### config.mk
export PLATFORM = sky130hd
export DESIGN_NAME = noc_mux2_flit_flat
export DESIGN_NICKNAME = d
export VERILOG_FILES = /design/src/rtl/noc_mux2_flit_if.sv /design/src/rtl/noc_mux2_flit.sv /design/src/flat_wrapper.sv
export SDC_FILE = /design/constraint.sdc
export NUM_CORES = 1
export LEC_CHECK = 0
export ABC_AREA = 1
export ABC_CLOCK_PERIOD_IN_PS = 4000
export BUFFER_PORTS_ARGS = -buffer_cell sky130_fd_sc_hd__buf_4
export CORE_MARGIN = 3
export CORE_UTILIZATION = 25
export DETAILED_ROUTE_END_ITERATION = 7
export PLACE_DENSITY = 0.52
export SYNTH_ARGS = -nofsm -noshare
export SYNTH_HDL_FRONTEND = slang
export SYNTH_SLANG_ARGS = --single-unit
### constraint.sdc
create_clock -name clk -period 4 [get_ports clk]
set_input_delay 0.6 -clock clk [delete_from_list [all_inputs] [get_ports clk]]
set_output_delay 0.6 -clock clk [all_outputs]
set_load 0.02 [all_outputs]
### src/rtl/noc_mux2_flit_if.sv
// Flit link bundle for the 2:1 output mux: two input flit streams, port select, and the registered output.
interface noc_mux2_flit_if #(
    parameter int DATAW = 66,
    parameter int VCHW  = 2,
    parameter int PORTW = 5
);
    logic [DATAW-1:0] idata_0;
    logic             ivalid_0;
    logic [VCHW-1:0]  ivch_0;
    logic [DATAW-1:0] idata_1;
    logic             ivalid_1;
    logic [VCHW-1:0]  ivch_1;
    logic [PORTW-1:0] sel;
    logic [DATAW-1:0] odata;
    logic             ovalid;
    logic [VCHW-1:0]  ovch;

    modport master (
        output idata_0, ivalid_0, ivch_0, idata_1, ivalid_1, ivch_1, sel,
        input  odata, ovalid, ovch
    );

    modport slave (
        input  idata_0, ivalid_0, ivch_0, idata_1, ivalid_1, ivch_1, sel,
        output odata, ovalid, ovch
    );
endinterface

### src/rtl/noc_mux2_flit.sv
// 2:1 flit mux for one router output link. Grant locks from HEAD to TAIL;
// the output is registered and zero-gated whenever no valid flit is forwarded.
module noc_mux2_flit #(
    parameter int DATAW = 66,
    parameter int VCHW  = 2,
    parameter int PORTW = 5,
    parameter int TYPEW = 2
) (
    input logic           clk,
    input logic           rst_,
    noc_mux2_flit_if.slave bus
);
    typedef enum logic {IDLE, LOCKED} state_t;

    localparam logic [TYPEW-1:0] T_HEAD = TYPEW'(1);
    localparam logic [TYPEW-1:0] T_TAIL = TYPEW'(3);

    state_t           state;
    logic [1:0]       grant_q;
    logic [1:0]       sel_dec;
    logic [1:0]       grant;
    logic             g_valid;
    logic [DATAW-1:0] g_data;
    logic [VCHW-1:0]  g_vch;
    logic [TYPEW-1:0] g_type;
    logic [DATAW-1:0] odata_q;
    logic             ovalid_q;
    logic [VCHW-1:0]  ovch_q;
    logic             unused_sel;

    // Only the two low select bits name real inputs; bit 0 wins a tie.
    assign unused_sel = ^bus.sel[PORTW-1:2];

    always_comb begin
        sel_dec = 2'b00;
        if (bus.sel[0])      sel_dec = 2'b01;
        else if (bus.sel[1]) sel_dec = 2'b10;
    end

    assign grant = (state == LOCKED) ? grant_q : sel_dec;

    always_comb begin
        g_valid = 1'b0;
        g_data  = '0;
        g_vch   = '0;
        if (grant[0]) begin
            g_valid = bus.ivalid_0;
            g_data  = bus.idata_0;
            g_vch   = bus.ivch_0;
        end else if (grant[1]) begin
            g_valid = bus.ivalid_1;
            g_data  = bus.idata_1;
            g_vch   = bus.ivch_1;
        end
    end

    assign g_type = g_data[DATAW-1 -: TYPEW];

    always_ff @(posedge clk or negedge rst_) begin
        if (!rst_) begin
            state    <= IDLE;
            grant_q  <= 2'b00;
            odata_q  <= '0;
            ovalid_q <= 1'b0;
            ovch_q   <= '0;
        end else begin
            ovalid_q <= g_valid;
            odata_q  <= g_valid ? g_data : '0;
            ovch_q   <= g_valid ? g_vch : '0;
            case (state)
                IDLE: begin
                    if (g_valid && g_type == T_HEAD) begin
                        state   <= LOCKED;
                        grant_q <= sel_dec;
                    end
                end
                LOCKED: begin
                    // A gap on the granted input is treated as an abort and frees the link.
                    if (!g_valid || g_type == T_TAIL) begin
                        state   <= IDLE;
                        grant_q <= 2'b00;
                    end
                end
                default: begin
                    state   <= IDLE;
                    grant_q <= 2'b00;
                end
            endcase
        end
    end

    assign bus.odata  = odata_q;
    assign bus.ovalid = ovalid_q;
    assign bus.ovch   = ovch_q;
endmodule

### src/flat_wrapper.sv
// flat-port wrapper written by rule: the top's interface ports become plain ports
module noc_mux2_flit_flat 
#(
    parameter int DATAW = 66,
    parameter int VCHW  = 2,
    parameter int PORTW = 5,
    parameter int TYPEW = 2
)
  (clk, rst_, bus_idata_0, bus_ivalid_0, bus_ivch_0, bus_idata_1, bus_ivalid_1, bus_ivch_1, bus_sel, bus_odata, bus_ovalid, bus_ovch);
  noc_mux2_flit_if #(.DATAW(DATAW), .VCHW(VCHW), .PORTW(PORTW)) bus_i ();
  input logic clk;
  input logic rst_;
  input wire logic [$bits(bus_i.idata_0)-1:0] bus_idata_0;
  input wire logic [$bits(bus_i.ivalid_0)-1:0] bus_ivalid_0;
  input wire logic [$bits(bus_i.ivch_0)-1:0] bus_ivch_0;
  input wire logic [$bits(bus_i.idata_1)-1:0] bus_idata_1;
  input wire logic [$bits(bus_i.ivalid_1)-1:0] bus_ivalid_1;
  input wire logic [$bits(bus_i.ivch_1)-1:0] bus_ivch_1;
  input wire logic [$bits(bus_i.sel)-1:0] bus_sel;
  output wire logic [$bits(bus_i.odata)-1:0] bus_odata;
  output wire logic [$bits(bus_i.ovalid)-1:0] bus_ovalid;
  output wire logic [$bits(bus_i.ovch)-1:0] bus_ovch;
  assign bus_i.idata_0 = bus_idata_0;
  assign bus_i.ivalid_0 = bus_ivalid_0;
  assign bus_i.ivch_0 = bus_ivch_0;
  assign bus_i.idata_1 = bus_idata_1;
  assign bus_i.ivalid_1 = bus_ivalid_1;
  assign bus_i.ivch_1 = bus_ivch_1;
  assign bus_i.sel = bus_sel;
  assign bus_odata = bus_i.odata;
  assign bus_ovalid = bus_i.ovalid;
  assign bus_ovch = bus_i.ovch;
  noc_mux2_flit #(.DATAW(DATAW), .VCHW(VCHW), .PORTW(PORTW), .TYPEW(TYPEW)) u_core (.clk(clk), .rst_(rst_), .bus(bus_i));
endmodule
==> results of run 1 <==
## routing by layer
metal / global-route usage (%) / routed length (µm) / vias to the layer above
li1: - / - / 1669
met1: 16.8 / 4180 / 1516
met2: 22.1 / 5150 / 115
met3: 3.43 / 845 / 15
met4: 7.06 / 261 / 0
met5: 0 / 0 / -
## layout by cell type, fill, tap and decap left out
master | Yosys | final
clkbuf_16 | 0 | 9
nand2_2 | 3 | 3
inv_1 | 70 | 70
nand2_4 | 1 | 1
bufinv_16 | 0 | 2
nand2_1 | 150 | 150
inv_4 | 0 | 1
o211ai_2 | 10 | 10
nand3_1 | 4 | 4
nand4_1 | 1 | 1
dfrtp_1 | 72 | 72
inv_2 | 6 | 5
clkbuf_1 | 4 | 3
clkbuf_8 | 0 | 1
nor2_2 | 1 | 1
o211ai_1 | 56 | 56
o21ai_0 | 1 | 1
buf_12 | 1 | 1
buf_4 | 3 | 213
clkinv_2 | 0 | 1
nor2_1 | 4 | 4
## worst paths after layout
path / to / slack, ns / cells past startpoint
max in group asynchronous: u_core.bus.odata[12]$_DFF_PN0_ / 2.97 / 1
min in group clk: u_core.bus.odata[46]$_DFF_PN0_ / 0.50 / 3
setup reg to reg: u_core.grant_q[0]$_DFFE_PN0P_ / 2.00 / 11
setup / recovery: u_core.grant_q[0]$_DFFE_PN0P_ / 2.00 / 11
hold reg to reg: u_core.grant_q[0]$_DFFE_PN0P_ / 0.51 / 2
hold / removal: u_core.bus.odata[42]$_DFF_PN0_ / 0.42 / 1
## area by class of cell
cell class              count  share of cell area (%)
clock inverters             3                    1.20
well taps                 176                    4.05
repair buffers            214                    29.8
clock buffers              13                    4.60
flip-flops and latches     72                    33.1
inverters                  76                    5.29
multi-input cells         231                    21.9
## logic make-up (layout without fill, tap and decap cells)
group                  count (synthesis)  after routing
AND/OR/NAND/NOR                      164            164
AO/OA/AOI/OAI                         67             67
buffers and inverters                104            306
flip-flops                            72             72
## stage by stage
step | total power [mW] | util, % | worst slack, ns
floorplan | 1.04 | - | 2.57
global placement | 1.26 | 38.4 | 1.76
detailed placement | 1.27 | 38.4 | 1.75
CTS | 2.15 | 40.7 | 1.97
global route | 2.22 | 40.7 | 1.74
finish | 2.10 | 40.7 | 2.00
## synthesized netlist by cell type (all sizes together)
library cell,count
buf,24
clkbuf,4
dfrtp,72
inv,76
nand2,154
nand3,4
nand4,1
nor2,5
o211ai,66
o21ai,1
## power by group
| group | internal (mW) | switching (mW) | leakage, nW |
|---|---|---|---|
| logic | 0.203 | 0.247 | 2.19 |
| registers | 0.780 | 0.0167 | 0.971 |
| clock network | 0.563 | 0.295 | 0.154 |
| total | 1.55 | 0.558 | 3.31 |
## registers in the layout, indices dropped and copies added (netlist names)
signal and cells:
u_core.grant_q 2, u_core.bus.ovch 2, u_core.bus.odata 66, u_core.bus.ovalid 1, u_core.state 1
==> results.ini, run 1 <==
[logic_synthesis]
ys_ff_latch = 72
syn-cell-area_um2 = 3440
synth-adder-area-share_pct = 0
syn_area_per_cell_um2 = 8.46
synthTopCellsByArea = dfrtp_1 52%, nand2_1 16%, o211ai_1 12%, inv_1 7.6%, o211ai_2 3.6%
synth-simple-area-share_pct = 18.6
synth_top_cell_area_share_pct = 52.3
yosys.area_share.xor_xnor_pct = 0
yosysWarnings = 0
ys_types = 18
synth_top_family_by_area = simple AND/OR/NAND/NOR gates
synth_mux_area_share_pct = 0
yosysSeqAreaShare_pct = 52.3
yosysTopAreaCell = dfrtp_1
synthesis.nets = 552
syn_inst = 407
synth-compound-area-share_pct = 16.0

[clocking]
cts_setup_buffers = 0
clk_pin_slew_ns = 0.05
cts.path.max_buffers = 2
cts_buffers = 9
clkSinkCount = 72
cts.htree.levels = 3
ctsResizeCount = 0
cts_tree = built
hold_buffers = 0
cts_root_buf = clkbuf_16
insertion_delay_ns = 0.33

[global_route]
overflow = 0
antenna_found_initial = 0
grt_max_degree = 73
grt_util_all_layers_pct = 13.7
grt_pass1_vias = 3221
grt_pass1_wl_um = 16000

[final_layout]
multi_input_area_um2 = 1190
antenna_cells = 0
drive_above_1_share_pct = 40.7
nFillCells = 1388
regArea_um2 = 1800
fin_cells = 785
fin_nets = 749
design_area_um2 = 5440
area_delta_synth_final_pct = 57.9

[worst_setup_path]
crit_buf_inv = 2
reg2reg_from = u_core.state$_DFF_PN0_
critPathLaunch = u_core.state$_DFF_PN0_
cpLargestDelayFamily = simple AND/OR/NAND/NOR gates
critical_path.cell_chain = inv_2 -> nand3_1 -> nand2_2 -> buf_4 -> nand2_1 -> nand2_1 -> nand2_1 -> nand2_1 -> nand2_1 -> nand3_1 -> nand2_1
start_kind = flip-flop
critPathMaxFanout = 68
cpPeakStageDelay_ns = 0.57
crit_path_end_kind = flip-flop
cp.required_ns = 4.22
cp_slowest_cell = buf_4
crit_top_cell = nand2_1
path_class = flip-flop to flip-flop
worstPathArrival_ns = 2.23

[routing]
drc = 0
dr.pass1.iters = 4
wl_per_cell_um = 13.3
wirelength_um = 10400
via_per_inst = 4.22
ant_nets = 0
via_count = 3315
initialDrtViolationCount = 175

[place]
dpl.hpwl_um = 7340
gp_congestion = 0.745
place_area_um2 = 5120
dp_cells = 769
io_buffers = 210

[timing]
hold_violations = 0
setup_viol = 0
drv_slew = 0
maxSlewHeadroom_pct = 36.3
fin_setup_tns_ns = 0
worstMarginPinSlew_ns = 0.955
min_period_over_period_pct = 50.1
max_freq_mhz = 499
rsz0062_at_grt = false
whs_ns = 0.422
period_needed_ns = 2.00
finalClockSkew_ns = 0.00604

[outcome]
status = complete, no violations

[pwr]
p_leak_nw = 3.31
power_density_nw_per_um2 = 387
ir_worst_vdd_mv = 0.147

[die]
initial_core_util_pct = 25.8
dieArea_um2 = 15200
rows = 42
core_area_um2 = 13300
die_h_um = 123
die-width_um = 123
io_pins = 214

[hold_path]
hold_class = primary input to async pin

[flow_run]
cap_viol_max_count = 0

(Power assumes the default switching activity.)
==> run 2, diff against run 1 <==
--- a/config.mk
+++ b/config.mk
@@ -6,12 +6,12 @@
 export NUM_CORES = 1
 export LEC_CHECK = 0
 export ABC_AREA = 1
-export ABC_CLOCK_PERIOD_IN_PS = 4000
+export ABC_CLOCK_PERIOD_IN_PS = 1800
 export BUFFER_PORTS_ARGS = -buffer_cell sky130_fd_sc_hd__buf_4
 export CORE_MARGIN = 3
 export CORE_UTILIZATION = 25
 export DETAILED_ROUTE_END_ITERATION = 7
-export PLACE_DENSITY = 0.52
+export PLACE_DENSITY = 0.53
 export SYNTH_ARGS = -nofsm -noshare
 export SYNTH_HDL_FRONTEND = slang
 export SYNTH_SLANG_ARGS = --single-unit
==> constraint.sdc (replaced) <==
create_clock -name clk -period 1.8 [get_ports clk]
set_input_delay 0.27 -clock clk [delete_from_list [all_inputs] [get_ports clk]]
set_output_delay 0.27 -clock clk [all_outputs]
set_load 0.02 [all_outputs]
==> run 2 against run 1 <==
Compared with the run above:
- via count up 0.33%
- final cell count up 0.76%
- wire length is 0.12% higher
- critical path depth down 3
- clock-buffer cell count fell by 2
- register-to-register slack worse by 1.8 ns
- non-clock buffer count grew 6
- largest cell class unchanged
- largest power group unchanged
==> results.ini, run 2 (synthesis gave the netlist of run 1 again) <==
[outcome]
status = complete, no violations  ; unchanged

[routing]
via_count = 3326  ; was 3315
initialDrtViolationCount = 107  ; was 175
drc = 0  ; unchanged
dr.pass1.iters = 4  ; unchanged
ant_nets = 0  ; unchanged
wl_per_cell_um = 13.2  ; was 13.3 µm
via_per_inst = 4.20  ; was 4.22
wirelength_um = 10400  ; about the same

[timing]
min_period_over_period_pct = 88.0  ; was 50.1%
period_needed_ns = 1.58  ; was 2.00 ns
hold_violations = 0  ; unchanged
rsz0062_at_grt = false  ; unchanged
drv_slew = 0  ; unchanged
fin_setup_tns_ns = 0  ; unchanged
maxSlewHeadroom_pct = 74.5  ; was 36.3%
setup_viol = 0  ; unchanged
fin_ws_ns = 0.215  ; was 2.00 ns
finalClockSkew_ns = 0.00522  ; was 0.00604 ns
worstMarginPinSlew_ns = 0.383  ; was 0.955 ns
max_freq_mhz = 631  ; was 499 MHz

[worst_setup_path]
reg2regPathDepth = 8  ; was 11
crit_top_cell = nand2_2  ; was nand2_1
critPathLaunch = u_core.state$_DFF_PN0_  ; unchanged
rrSetupSlack_ns = 0.22  ; was 2.00 ns
cp_slowest_cell = dfrtp_1  ; was buf_4
reg2reg_to = u_core.bus.odata[62]$_DFF_PN0_  ; was u_core.grant_q[0]$_DFFE_PN0P_
path_class = flip-flop to flip-flop  ; unchanged
critPathMaxFanout = 28  ; was 68
crit_path_end_kind = flip-flop  ; unchanged
cp.required_ns = 2.06  ; was 4.22 ns
cpPeakStageDelay_ns = 0.43  ; was 0.57 ns
crit_buf_inv = 3  ; was 2
reg2reg_from = u_core.state$_DFF_PN0_  ; unchanged
start_kind = flip-flop  ; unchanged
worstPathArrival_ns = 1.85  ; was 2.23 ns
cpLargestDelayFamily = buffers and inverters  ; was simple AND/OR/NAND/NOR gates
critical_path.cell_chain = inv_2 -> nand3_1 -> nand2_2 -> nand2_1 -> nand2_2 -> buf_4 -> o211ai_1 -> inv_1  ; was inv_2 -> nand3_1 -> nand2_2 -> buf_4 -> nand2_1 -> nand2_1 -> nand2_1 -> nand2_1 -> nand2_1 -> nand3_1 -> nand2_1

[pwr]
combPwrFrac_pct = 21.0  ; was 21.4%
ir_worst_vdd_mv = 0.365  ; was 0.147 mV
internal_power_mw = 3.63  ; was 1.55 mW
p_seq_share_pct = 36.2  ; was 37.8%
p_leak_nw = 3.37  ; was 3.31 nW
p_switching_mw = 1.25  ; was 0.558 mW
power_density_nw_per_um2 = 879  ; was 387 nW/µm²
p_clk_share_pct = 42.7  ; was 40.8%
power_switching_share_pct = 25.6  ; was 26.6%

[final_layout]
final_cell_mix = 215 x buf_4, 150 x nand2_1, 72 x dfrtp_1  ; was 213 x buf_4, 150 x nand2_1, 72 x dfrtp_1
area_delta_synth_final_pct = 61.5  ; was 57.9%
antenna_cells = 0  ; unchanged
largest_reg_flops = 66  ; unchanged
drive_above_1_share_pct = 41.6  ; was 40.7%
final_common_cell = buf_4  ; unchanged
nFillCells = 1384  ; was 1388
fin_nets = 755  ; was 749

[place]
dpl_worst_slack_ns = 0.198  ; was 1.75 ns
gp_congestion = 0.723  ; was 0.745
dpl.hpwl_um = 7880  ; was 7340 µm
io_buffers = 210  ; unchanged

[clocking]
cts_buffers = 9  ; unchanged
ctsResizeCount = 0  ; unchanged
cts_tree = built  ; unchanged
cts.path.max_buffers = 2  ; unchanged
cts.htree.levels = 3  ; unchanged
cts_root_buf = clkbuf_16  ; unchanged
clkSinkCount = 72  ; unchanged
insertion_delay_ns = 0.33  ; about the same
cts_setup_buffers = 0  ; unchanged
clk_pin_slew_ns = 0.06  ; was 0.05 ns

[global_route]
grt_pass1_wl_um = 16000  ; about the same
grt_max_degree = 73  ; unchanged
grt_pass1_vias = 3247  ; was 3221
overflow = 0  ; unchanged
antenna_found_initial = 0  ; unchanged
grt_util_all_layers_pct = 13.6  ; was 13.7%

[die]
io_pins = 214  ; unchanged
die-width_um = 123  ; unchanged
die_h_um = 123  ; unchanged
core_area_um2 = 13300  ; unchanged
rows = 42  ; unchanged
initial_core_util_pct = 25.8  ; unchanged
dieArea_um2 = 15200  ; unchanged

[flow_run]
cap_viol_max_count = 0  ; unchanged

[hold_path]
hold_depth = 3
hp-start = bus_idata_0[49]
worstHoldEndpoint = u_core.bus.odata[49]$_DFF_PN0_
hold_class = primary input to flip-flop  ; was primary input to async pin

[run 2: through the flow]
stage | std cells | total power [mW] | utilization [%] | hold WS (ns) | area [µm²]
after CTS | 791 | 4.98 | 41.7 | 0.168 | 5560
after global routing | 791 | 5.15 | 41.7 | 0.178 | 5560
final | 791 | 4.89 | 41.7 | 0.183 | 5560
after global placement | 774 | 2.83 | 38.9 | 0.208 | 5190
after floorplan | 407 | 2.31 | - | -0.0256 | 3440
after detailed placement | 774 | 2.85 | 38.9 | 0.210 | 5190
[run 2: worst register-to-register path, stage by stage, from the launching register on]
cell and delay (ns):
dfrtp_1 0.43, inv_2 0.11, nand3_1 0.09, nand2_2 0.15
nand2_1 0.09, nand2_2 0.11, buf_4 0.31, o211ai_1 0.15
inv_1 0.08
[run 2: worst max path at each step]
stage                                     end  slack (ns)  depth (start not counted)
3_5_place_dp   u_core.bus.odata[62]$_DFF_PN0_        0.20                          8
3_3_place_gp   u_core.bus.odata[62]$_DFF_PN0_        0.21                          8
2_1_floorplan  u_core.bus.odata[40]$_DFF_PN0_        0.49                          8
6_report       u_core.bus.odata[62]$_DFF_PN0_        0.22                          8
5_1_grt        u_core.bus.odata[35]$_DFF_PN0_        0.06                          8
4_1_cts         u_core.bus.odata[9]$_DFF_PN0_        0.17                          8
[run 2: metal layers]
metal	GRT usage, %	vias up	share of wire, %
met5	0	-	0
met4	6.23	0	2.6
met3	3.52	19	7.9
met2	22.4	113	49
met1	16.6	1520	40
li1	-	1674	-
[run 2: area by class of cell]
class	instances	area (µm²)	share of cell area, %
multi-input combinational	231	1190	21.4
timing repair buffer	220	1700	30.6
clock buffer	11	253	4.55
sequential	72	1800	32.4
inverter	76	288	5.18
clock inverter	5	103	1.85
tap	176	220	3.96
[run 2: power groups by stage]
| stage | registers (mW) | logic [mW] | clock network, mW |
|---|---|---|---|
| 3_3_place_gp | 1.80 | 1.04 | 0 |
| 2_1_floorplan | 1.93 | 0.381 | 0 |
| 4_1_cts | 1.77 | 1.05 | 2.16 |
| 5_1_grt | 1.78 | 1.14 | 2.23 |
| 3_5_place_dp | 1.80 | 1.05 | 0 |
| 6_report | 1.77 | 1.03 | 2.09 |
[run 2: what timing repair did]
item                       in CTS  in global routing
hold buffers                    1                  0
hold endpoints to repair       24                  0
setup endpoints to repair       0                  0
